===== src/rtl/dmaio_pkg.sv =====
// Shared constants for the dmaio memory-to-memory DMA initiator.
// Register offsets, CTRL/STATUS bit positions and FSM state encoding.
package dmaio_pkg;

    localparam logic [2:0] REG_SRC_H  = 3'd0;
    localparam logic [2:0] REG_SRC_L  = 3'd1;
    localparam logic [2:0] REG_DST_H  = 3'd2;
    localparam logic [2:0] REG_DST_L  = 3'd3;
    localparam logic [2:0] REG_LEN_H  = 3'd4;
    localparam logic [2:0] REG_LEN_L  = 3'd5;
    localparam logic [2:0] REG_CTRL   = 3'd6;
    localparam logic [2:0] REG_STATUS = 3'd7;

    localparam int unsigned CTRL_START   = 0;
    localparam int unsigned CTRL_SRC_INC = 1;
    localparam int unsigned CTRL_DST_INC = 2;
    localparam int unsigned CTRL_IRQ_EN  = 3;
    localparam int unsigned CTRL_ABORT   = 7;

    localparam int unsigned STAT_DONE    = 0;
    localparam int unsigned STAT_ABORTED = 1;
    localparam int unsigned STAT_BUSY    = 7;

    typedef enum logic [2:0] {
        StIdle   = 3'd0,
        StSettle = 3'd1,
        StRd     = 3'd2,
        StWr     = 3'd3,
        StDone   = 3'd4
    } state_e;

endpackage


===== src/rtl/dmaio.sv =====
// DMA initiator on the 6801 bus: register-mapped on the CPU side, takes the bus via hold
// and copies LEN bytes from SRC to DST at two clocks per byte.
module dmaio
    import dmaio_pkg::*;
#(
    parameter int unsigned SETTLE = 1
) (
    input  logic        clk,
    input  logic        rst,
    input  logic [2:0]  AD,
    input  logic [7:0]  DI,
    output logic [7:0]  DO,
    input  logic        rw,
    input  logic        cs,
    output logic        irq,
    output logic        hold,
    output logic        dma_en,
    output logic [15:0] dma_ad,
    output logic        dma_rw,
    output logic        dma_vma,
    output logic [7:0]  dma_do,
    input  logic [7:0]  dma_di
);

    localparam logic [1:0] SettleLast = 2'(SETTLE - 1);

    state_e      state_q, state_d;
    logic [15:0] src_q, src_d, dst_q, dst_d, len_q, len_d;
    logic        src_inc_q, src_inc_d, dst_inc_q, dst_inc_d, irq_en_q, irq_en_d;
    logic        done_q, done_d, aborted_q, aborted_d, abort_pend_q, abort_pend_d;
    logic        irq_q, irq_d, hold_q, hold_d, dma_en_q, dma_en_d;
    logic        dma_vma_q, dma_vma_d, dma_rw_q, dma_rw_d;
    logic [15:0] dma_ad_q, dma_ad_d;
    logic [7:0]  dma_do_q, dma_do_d;
    logic [1:0]  cnt_q, cnt_d;

    logic busy, wr_en, ctrl_wr, start_w, abort_w, status_wr;

    assign busy      = (state_q != StIdle);
    assign wr_en     = cs & ~rw;
    assign ctrl_wr   = wr_en && (AD == REG_CTRL);
    assign start_w   = ctrl_wr && DI[CTRL_START];
    assign abort_w   = ctrl_wr && DI[CTRL_ABORT];
    assign status_wr = wr_en && (AD == REG_STATUS);

    always_comb begin
        state_d      = state_q;
        src_d        = src_q;
        dst_d        = dst_q;
        len_d        = len_q;
        src_inc_d    = src_inc_q;
        dst_inc_d    = dst_inc_q;
        irq_en_d     = irq_en_q;
        done_d       = done_q;
        aborted_d    = aborted_q;
        abort_pend_d = abort_pend_q;
        irq_d        = irq_q;
        cnt_d        = cnt_q;
        dma_ad_d     = dma_ad_q;
        dma_do_d     = dma_do_q;

        if (wr_en && !busy) begin
            case (AD)
                REG_SRC_H: src_d[15:8] = DI;
                REG_SRC_L: src_d[7:0]  = DI;
                REG_DST_H: dst_d[15:8] = DI;
                REG_DST_L: dst_d[7:0]  = DI;
                REG_LEN_H: len_d[15:8] = DI;
                REG_LEN_L: len_d[7:0]  = DI;
                REG_CTRL: begin
                    src_inc_d = DI[CTRL_SRC_INC];
                    dst_inc_d = DI[CTRL_DST_INC];
                    irq_en_d  = DI[CTRL_IRQ_EN];
                end
                default: ;
            endcase
        end

        if (status_wr) begin
            done_d    = 1'b0;
            aborted_d = 1'b0;
            irq_d     = 1'b0;
        end

        case (state_q)
            StIdle: begin
                // ABORT in the same write suppresses START
                if (start_w && !abort_w) begin
                    done_d       = 1'b0;
                    aborted_d    = 1'b0;
                    abort_pend_d = 1'b0;
                    if (len_q != 16'd0) begin
                        state_d = StSettle;
                        cnt_d   = SettleLast;
                    end else begin
                        state_d = StDone;
                    end
                end
            end
            StSettle: begin
                if (abort_w) begin
                    state_d      = StDone;
                    abort_pend_d = 1'b1;
                end else if (cnt_q == 2'd0) begin
                    state_d = StRd;
                end else begin
                    cnt_d = cnt_q - 2'd1;
                end
            end
            StRd: begin
                if (abort_w) begin
                    state_d      = StDone;
                    abort_pend_d = 1'b1;
                end else begin
                    dma_do_d = dma_di;
                    state_d  = StWr;
                end
            end
            StWr: begin
                len_d = len_q - 16'd1;
                if (src_inc_q) src_d = src_q + 16'd1;
                if (dst_inc_q) dst_d = dst_q + 16'd1;
                if (abort_w || len_d == 16'd0) begin
                    state_d      = StDone;
                    abort_pend_d = abort_w;
                end else begin
                    state_d = StRd;
                end
            end
            StDone: begin
                done_d    = 1'b1;
                aborted_d = abort_pend_q;
                if (irq_en_q) irq_d = 1'b1;
                state_d   = StIdle;
            end
            default: state_d = StIdle;
        endcase

        // Bus outputs are registered from the next state so they line up with it.
        hold_d    = state_d inside {StSettle, StRd, StWr};
        dma_en_d  = state_d inside {StRd, StWr};
        dma_vma_d = dma_en_d;
        dma_rw_d  = (state_d != StWr);
        if (state_d == StRd) dma_ad_d = src_d;
        if (state_d == StWr) dma_ad_d = dst_d;
    end

    always_ff @(posedge clk) begin
        if (rst) begin
            state_q      <= StIdle;
            src_q        <= '0;
            dst_q        <= '0;
            len_q        <= '0;
            src_inc_q    <= 1'b0;
            dst_inc_q    <= 1'b0;
            irq_en_q     <= 1'b0;
            done_q       <= 1'b0;
            aborted_q    <= 1'b0;
            abort_pend_q <= 1'b0;
            irq_q        <= 1'b0;
            cnt_q        <= '0;
            hold_q       <= 1'b0;
            dma_en_q     <= 1'b0;
            dma_vma_q    <= 1'b0;
            dma_rw_q     <= 1'b1;
            dma_ad_q     <= '0;
            dma_do_q     <= '0;
        end else begin
            state_q      <= state_d;
            src_q        <= src_d;
            dst_q        <= dst_d;
            len_q        <= len_d;
            src_inc_q    <= src_inc_d;
            dst_inc_q    <= dst_inc_d;
            irq_en_q     <= irq_en_d;
            done_q       <= done_d;
            aborted_q    <= aborted_d;
            abort_pend_q <= abort_pend_d;
            irq_q        <= irq_d;
            cnt_q        <= cnt_d;
            hold_q       <= hold_d;
            dma_en_q     <= dma_en_d;
            dma_vma_q    <= dma_vma_d;
            dma_rw_q     <= dma_rw_d;
            dma_ad_q     <= dma_ad_d;
            dma_do_q     <= dma_do_d;
        end
    end

    always_comb begin
        DO = 8'h00;
        case (AD)
            REG_SRC_H:  DO = src_q[15:8];
            REG_SRC_L:  DO = src_q[7:0];
            REG_DST_H:  DO = dst_q[15:8];
            REG_DST_L:  DO = dst_q[7:0];
            REG_LEN_H:  DO = len_q[15:8];
            REG_LEN_L:  DO = len_q[7:0];
            REG_CTRL:   DO = {4'b0000, irq_en_q, dst_inc_q, src_inc_q, 1'b0};
            REG_STATUS: DO = {busy, 5'b00000, aborted_q, done_q};
            default:    DO = 8'h00;
        endcase
    end

    assign irq     = irq_q;
    assign hold    = hold_q;
    assign dma_en  = dma_en_q;
    assign dma_vma = dma_vma_q;
    assign dma_rw  = dma_rw_q;
    assign dma_ad  = dma_ad_q;
    assign dma_do  = dma_do_q;

endmodule


===== config.mk =====
export PLATFORM = sky130hd
export DESIGN_NAME = dmaio
export DESIGN_NICKNAME = d
export VERILOG_FILES = /design/src/rtl/dmaio_pkg.sv /design/src/rtl/dmaio.sv
export SDC_FILE = /design/constraint.sdc
export NUM_CORES = 1
export LEC_CHECK = 0
export ABC_AREA = 1
export BUFFER_PORTS_ARGS = -buffer_cell sky130_fd_sc_hd__buf_2
export CORE_MARGIN = 8
export CORE_UTILIZATION = 45
export CTS_BUF_LIST = sky130_fd_sc_hd__clkbuf_8 sky130_fd_sc_hd__clkbuf_16
export DETAILED_ROUTE_END_ITERATION = 16
export GPL_TIMING_DRIVEN = 0
export SYNTH_ARGS = -nofsm -noshare
export SYNTH_HDL_FRONTEND = slang
export SYNTH_SLANG_ARGS = --single-unit

===== constraint.sdc =====
create_clock -name clk -period 4.8 [get_ports clk]
set_clock_uncertainty 0.05 [all_clocks]
set_input_delay 0.24 -clock clk [delete_from_list [all_inputs] [get_ports clk]]
set_output_delay 0.24 -clock clk [all_outputs]
set_load 0.01 [all_outputs]

Word level (Yosys, flattened, before mapping) --
Index checks and enable logic that the tools add are counted.
Storage, ports and cells: input port bits 23, word-level logic and storage cells 117, flip-flop bits (word level) 87, output and inout bits 37
Cells by class: eq/ne operators 21, add/subtract/negate cells 4, bitwise logic cells 3, mux-type cells 42, reduce and logical (&&, ||, !) cells 29
Operators by type and width (number):
- 16-bit two-way mux | 10
- 8-bit one-hot mux with 8 select lines | 1
- 8-bit two-way mux | 6
- 16-bit by 1-bit adder with 16-bit output, second input constant | 2
- 3-bit by 2-bit equality test with 1-bit output, second input constant | 6
- 3-bit two-way mux | 6
- 16-bit logical NOT | 1
- 16-bit nonzero test | 1
- 16-bit by 1-bit subtractor with 16-bit output, second input constant | 1
- 3-bit equality test, second input constant | 5
- 3-bit one-hot mux with 4 select lines | 1
- 1-bit two-way mux | 10
- 2-bit != test, second input constant | 5
- 2-bit nonzero test | 5
- 3-bit by 1-bit equality test with 1-bit output, second input constant | 3
- 3-bit nonzero test | 3
- 2-bit two-way mux | 4
- 2-bit AND reduction | 4
- 1-bit logical AND | 6
- 3-bit logical NOT | 2
- 5-bit AND reduction | 1
- 1-bit one-hot mux with 2 select lines | 2
- 2-bit one-hot mux with 2 select lines | 1
- 4-bit AND reduction | 1
- other kinds (10) | 12

Depth between registers and ports, before layout --
word-level depth 11, gate-level depth with buffers 17, depth with buffers taken out 16

Worst setup path before layout --
Ideal clock, no wire load.
path kind reg2reg, start register len_q[0], end register dma_ad_q[10], in the netlist dma_ad[10], stages on the path, launching flop included 17, setup slack 2.788 ns, clock period less this slack 2.012 ns, setup time 0.116 ns, required time 4.634 ns, arrival 1.847 ns, cells stage by stage dfxtp_1 > inv_2 > ha_1 > nand2_1 > nor2_2 > nand2_1 > nand2_1 > nand2_1 > nor2_1 > nand3_1 > nor2_1 > nand2_2 > nand3_4 > nand2_4 > buf_6 > o21ai_1 > nor2_2
Between the ends: cells in the longest elaborated chain, start to end 7, elaborated cells between the ends (all ways) 12, classes of those cells 1 x add/sub; 2 x eq/ne; 5 x mux; 4 x reduce/logical
RTL lines:
- start: declaration | RTL line dmaio.sv:28 | logic [15:0] src_q, src_d, dst_q, dst_d, len_q, len_d;
- start signal: assignment | RTL line dmaio.sv:172 | len_q <= len_d;
- 16-bit by 1-bit subtractor with 16-bit output | RTL line dmaio.sv:120 | len_d = len_q - 16'd1;
- 16-bit logical NOT | RTL line dmaio.sv:123 | if (abort_w || len_d == 16'd0) begin
- 1-bit logical OR | RTL line dmaio.sv:123
- 3-bit two-way mux | RTL line dmaio.sv:123
- 3-bit one-hot mux with 4 select lines (*) | RTL line dmaio.sv:85 | case (state_q)
- 3-bit by 2-bit equality test with 1-bit output (on tied branches) | RTL line dmaio.sv:145, dmaio.sv:144
- 16-bit two-way mux or 2-bit nonzero test (tied branches)
- end signal: assignment | RTL line dmaio.sv:185 | dma_ad_q <= dma_ad_d;
- end: declaration | RTL line dmaio.sv:33 | logic [15:0] dma_ad_q, dma_ad_d;
Every way passes the cells marked *; elsewhere a longest branch is shown, timed or not. A chain may end at the register's enable or synchronous reset.

Worst setup path in the final report --
start register dst_q[0], end register dma_ad_q[10], in the netlist dma_ad[10]
Between the ends: cells in the longest elaborated chain, start to end 4
RTL lines:
- start: declaration | RTL line dmaio.sv:28
- start signal: assignment | RTL line dmaio.sv:171 | dst_q <= dst_d;
- 16-bit by 1-bit adder with 16-bit output | RTL line dmaio.sv:122 | if (dst_inc_q) dst_d = dst_q + 16'd1;
- 16-bit two-way mux | RTL line dmaio.sv:122
- 16-bit two-way mux | RTL line dmaio.sv:85
- 16-bit two-way mux | RTL line dmaio.sv:145 | if (state_d == StWr) dma_ad_d = dst_d;
No other way between the ends.

==> flow_metrics.tcl <==
set metrics [dict create \
    coreArea_um2 11900 \
    period_share 0.516 \
    slowest_stage "dfxtp_1" \
    cts.sinks 87 \
    layout_commonest_cell "nand2_1" \
    cp_top_family "simple AND/OR/NAND/NOR gates" \
    gp_congestion 0.983 \
    cp_num_buf_inv 0 \
    cp-end-kind "register" \
    synth_top_area_share 0.323 \
    start_util 0.455 \
    grt-ovfl-total 0 \
    syn_avg_cell_area_um2 6.36 \
    reg2regPathDepth 10 \
    ys_warn_count 0 \
    track_usage 0.245 \
    synth_async_sr_flop_share 0 \
    insertion_delay_ps 350 \
    relSlewSlack 0.504 \
    wl_per_cell_um 18.1 \
    clkTransAtPathRegs_ps 60 \
    cts_setup_buffers 0 \
    vias 5868 \
    synth_flop_cell "dfxtp_1" \
    finalMaxSlewViolations 0 \
    rows 40 \
    fin_total_pwr_mw 1.64 \
    slowest_delay_ps 380 \
    clock_path_buffers 2 \
    crit_chain "ha_1, nand2_1, nor3_1, nand2_1, nor3_1, o21ai_0, o22ai_1, nand2_1, a21oi_2, nor2_2" \
    yosysTopAreaCell "dfxtp_1" \
    cts_tree "done" \
    cts-resized-gates 0 \
    htree_num_levels 3 \
    maxCapViolCount 0 \
    io_pins 60 \
    final_nets 945 \
    tightest_slew_ps 742 \
    synth_fp_nets 877 \
    postRouteAntennaNets 0 \
    peakVddDrop_uv 196 \
    synth.cell_area_um2 5400 \
    wl_um 19400 \
    drc_errors 0 \
    drtIter0Drc 511 \
    drive_gt1_frac 0.166 \
    critPathLaunchType "register" \
    area_growth_pct 14.6 \
    postCtsHoldBufs 0 \
    path_common_cell "nand2_1" \
    setup_viol 0 \
    dp_hpwl_um 15100 \
    synth_edf_count 0 \
    setup_tns_ps 0 \
    layout_common_cells "nand2_1 (203), nor2_1 (107), inv_1 (88)" \
    numCtsBuffers 9 \
    die_area_um2 15800 \
    first_global_vias 5709 \
    fin_crit_ps 2480 \
    holdPathStages 3 \
    worst-path-max-fanout 5 \
    hp-class "input port to register" \
    hold_viol 0 \
    dr.pass1.iters 6 \
    synth_cell_types 42 \
    status "completed" \
    cp_num_cells 10 \
    p_per_area_nw_per_um2 266 \
    synthTopCellsByArea "dfxtp_1 (32%), nand2_1 (14%), nor2_1 (7.4%)" \
    ys_seq_area_frac 0.323 \
    post-place-cells 1053 \
    io_buffers 57 \
    antenna_cells 0 \
    grt_max_degree 16 \
    worstSetupPathType "register to register" \
    die_h_um 126 \
    grt_pass1_wl_um 30400 \
    syn_inst 849 \
    crit_arrival_ps 2670 \
    antenna_found_initial 0 \
    root_buffer "clkbuf_16" \
    yosys_register_bits 87 \
    fin_cells 1069 \
    rsz0062_at_grt "no" \
    p_leak_nw 2.75 \
    cp.required_ps 4990 \
    die_w_um 126 \
    drt-vias-per-instance 5.49 \
    max_freq_mhz 404 \
]
[flip-flops by register name, indices dropped and copies added, names as in the netlist, 2 cells and up]
signal and count:
dma_ad 16, cnt_q 2, len_q 16, state_q 3
dma_do 8, src_q 16, dst_q 16
[path summary, 6_finish.rpt]
| path | endpoint | startpoint | slack [ps] |
|---|---|---|---|
| max | dma_ad[10]$_SDFFE_PP0P_ | dst_q[0]$_SDFF_PP0_ | 2320 |
| min | dma_do[5]$_SDFFE_PP0P_ | dma_di[5] | 60 |
| max reg2reg | dma_ad[10]$_SDFFE_PP0P_ | dst_q[0]$_SDFF_PP0_ | 2320 |
| min reg2reg | cnt_q[1]$_SDFFE_PP0P_ | cnt_q[1]$_SDFFE_PP0P_ | 410 |
[per-layer routing]
layer  vias up  GRT usage  wire length (µm)
met4         0      0.142               874
met5         -          0                 0
met1      2704      0.301              8690
li1       2932          -                 -
met2       189      0.400              8850
met3        43     0.0391               974
[cell usage after synthesis, types with 12 or more instances]
master      n
a21oi_1    55
clkbuf_1   13
dfxtp_1    87
inv_1      88
nand2_1   203
nand2_2    12
nand3_1    34
nor2_1    107
nor2_2     18
nor3_1     14
o21ai_0    75
o21ai_1    20
o22ai_1    19
[per-stage QoR]
step / utilization / area (µm²) / worst slack (ps) / hold slack, ps
after global placement: 0.495 / 5870 / 2410 / 400
after detailed placement: 0.495 / 5870 / 2390 / 406
after floorplan: - / 5400 / 2790 / 325
after CTS: 0.522 / 6190 / 2370 / 51.1
final: 0.522 / 6190 / 2320 / 61.9
after global routing: 0.522 / 6190 / 2140 / 65.3
[area by class of cell]
type                    count  area, µm²
fillers                  1265       5680
multi-input cells         636       3130
flip-flops and latches     87       1740
inverters                  99        377
repair buffers             57        285
clock buffers              11        253
well taps                 147        184
plain buffers              27        148
clock inverters             5       63.8
[where the power goes]
| part | leakage (nW) | switching (mW) | total [mW] | internal, mW |
|---|---|---|---|---|
| Clock | 0.153 | 0.317 | 0.754 | 0.437 |
| Sequential | 0.702 | 0.00910 | 0.739 | 0.730 |
| Combinational | 1.89 | 0.106 | 0.150 | 0.0434 |
[cells by family after synthesis]
family          count (synthesis)  share of synthesized area
compound gates                209                      0.219
xor+xnor                        5                    0.00811
fa+ha+maj                       5                     0.0116
buf+inv                       126                     0.0971
flops                          87                      0.323
simple gates                  417                      0.342
[worst register-to-register path: stages, from the launching register on]
cell and delay (ps):
dfxtp_1 380, ha_1 190, nand2_1 100, nor3_1 330
nand2_1 220, nor3_1 260, o21ai_0 120, o22ai_1 370
nand2_1 140, a21oi_2 180, nor2_2 40
Note: power is estimated with default switching activity, not from simulation.
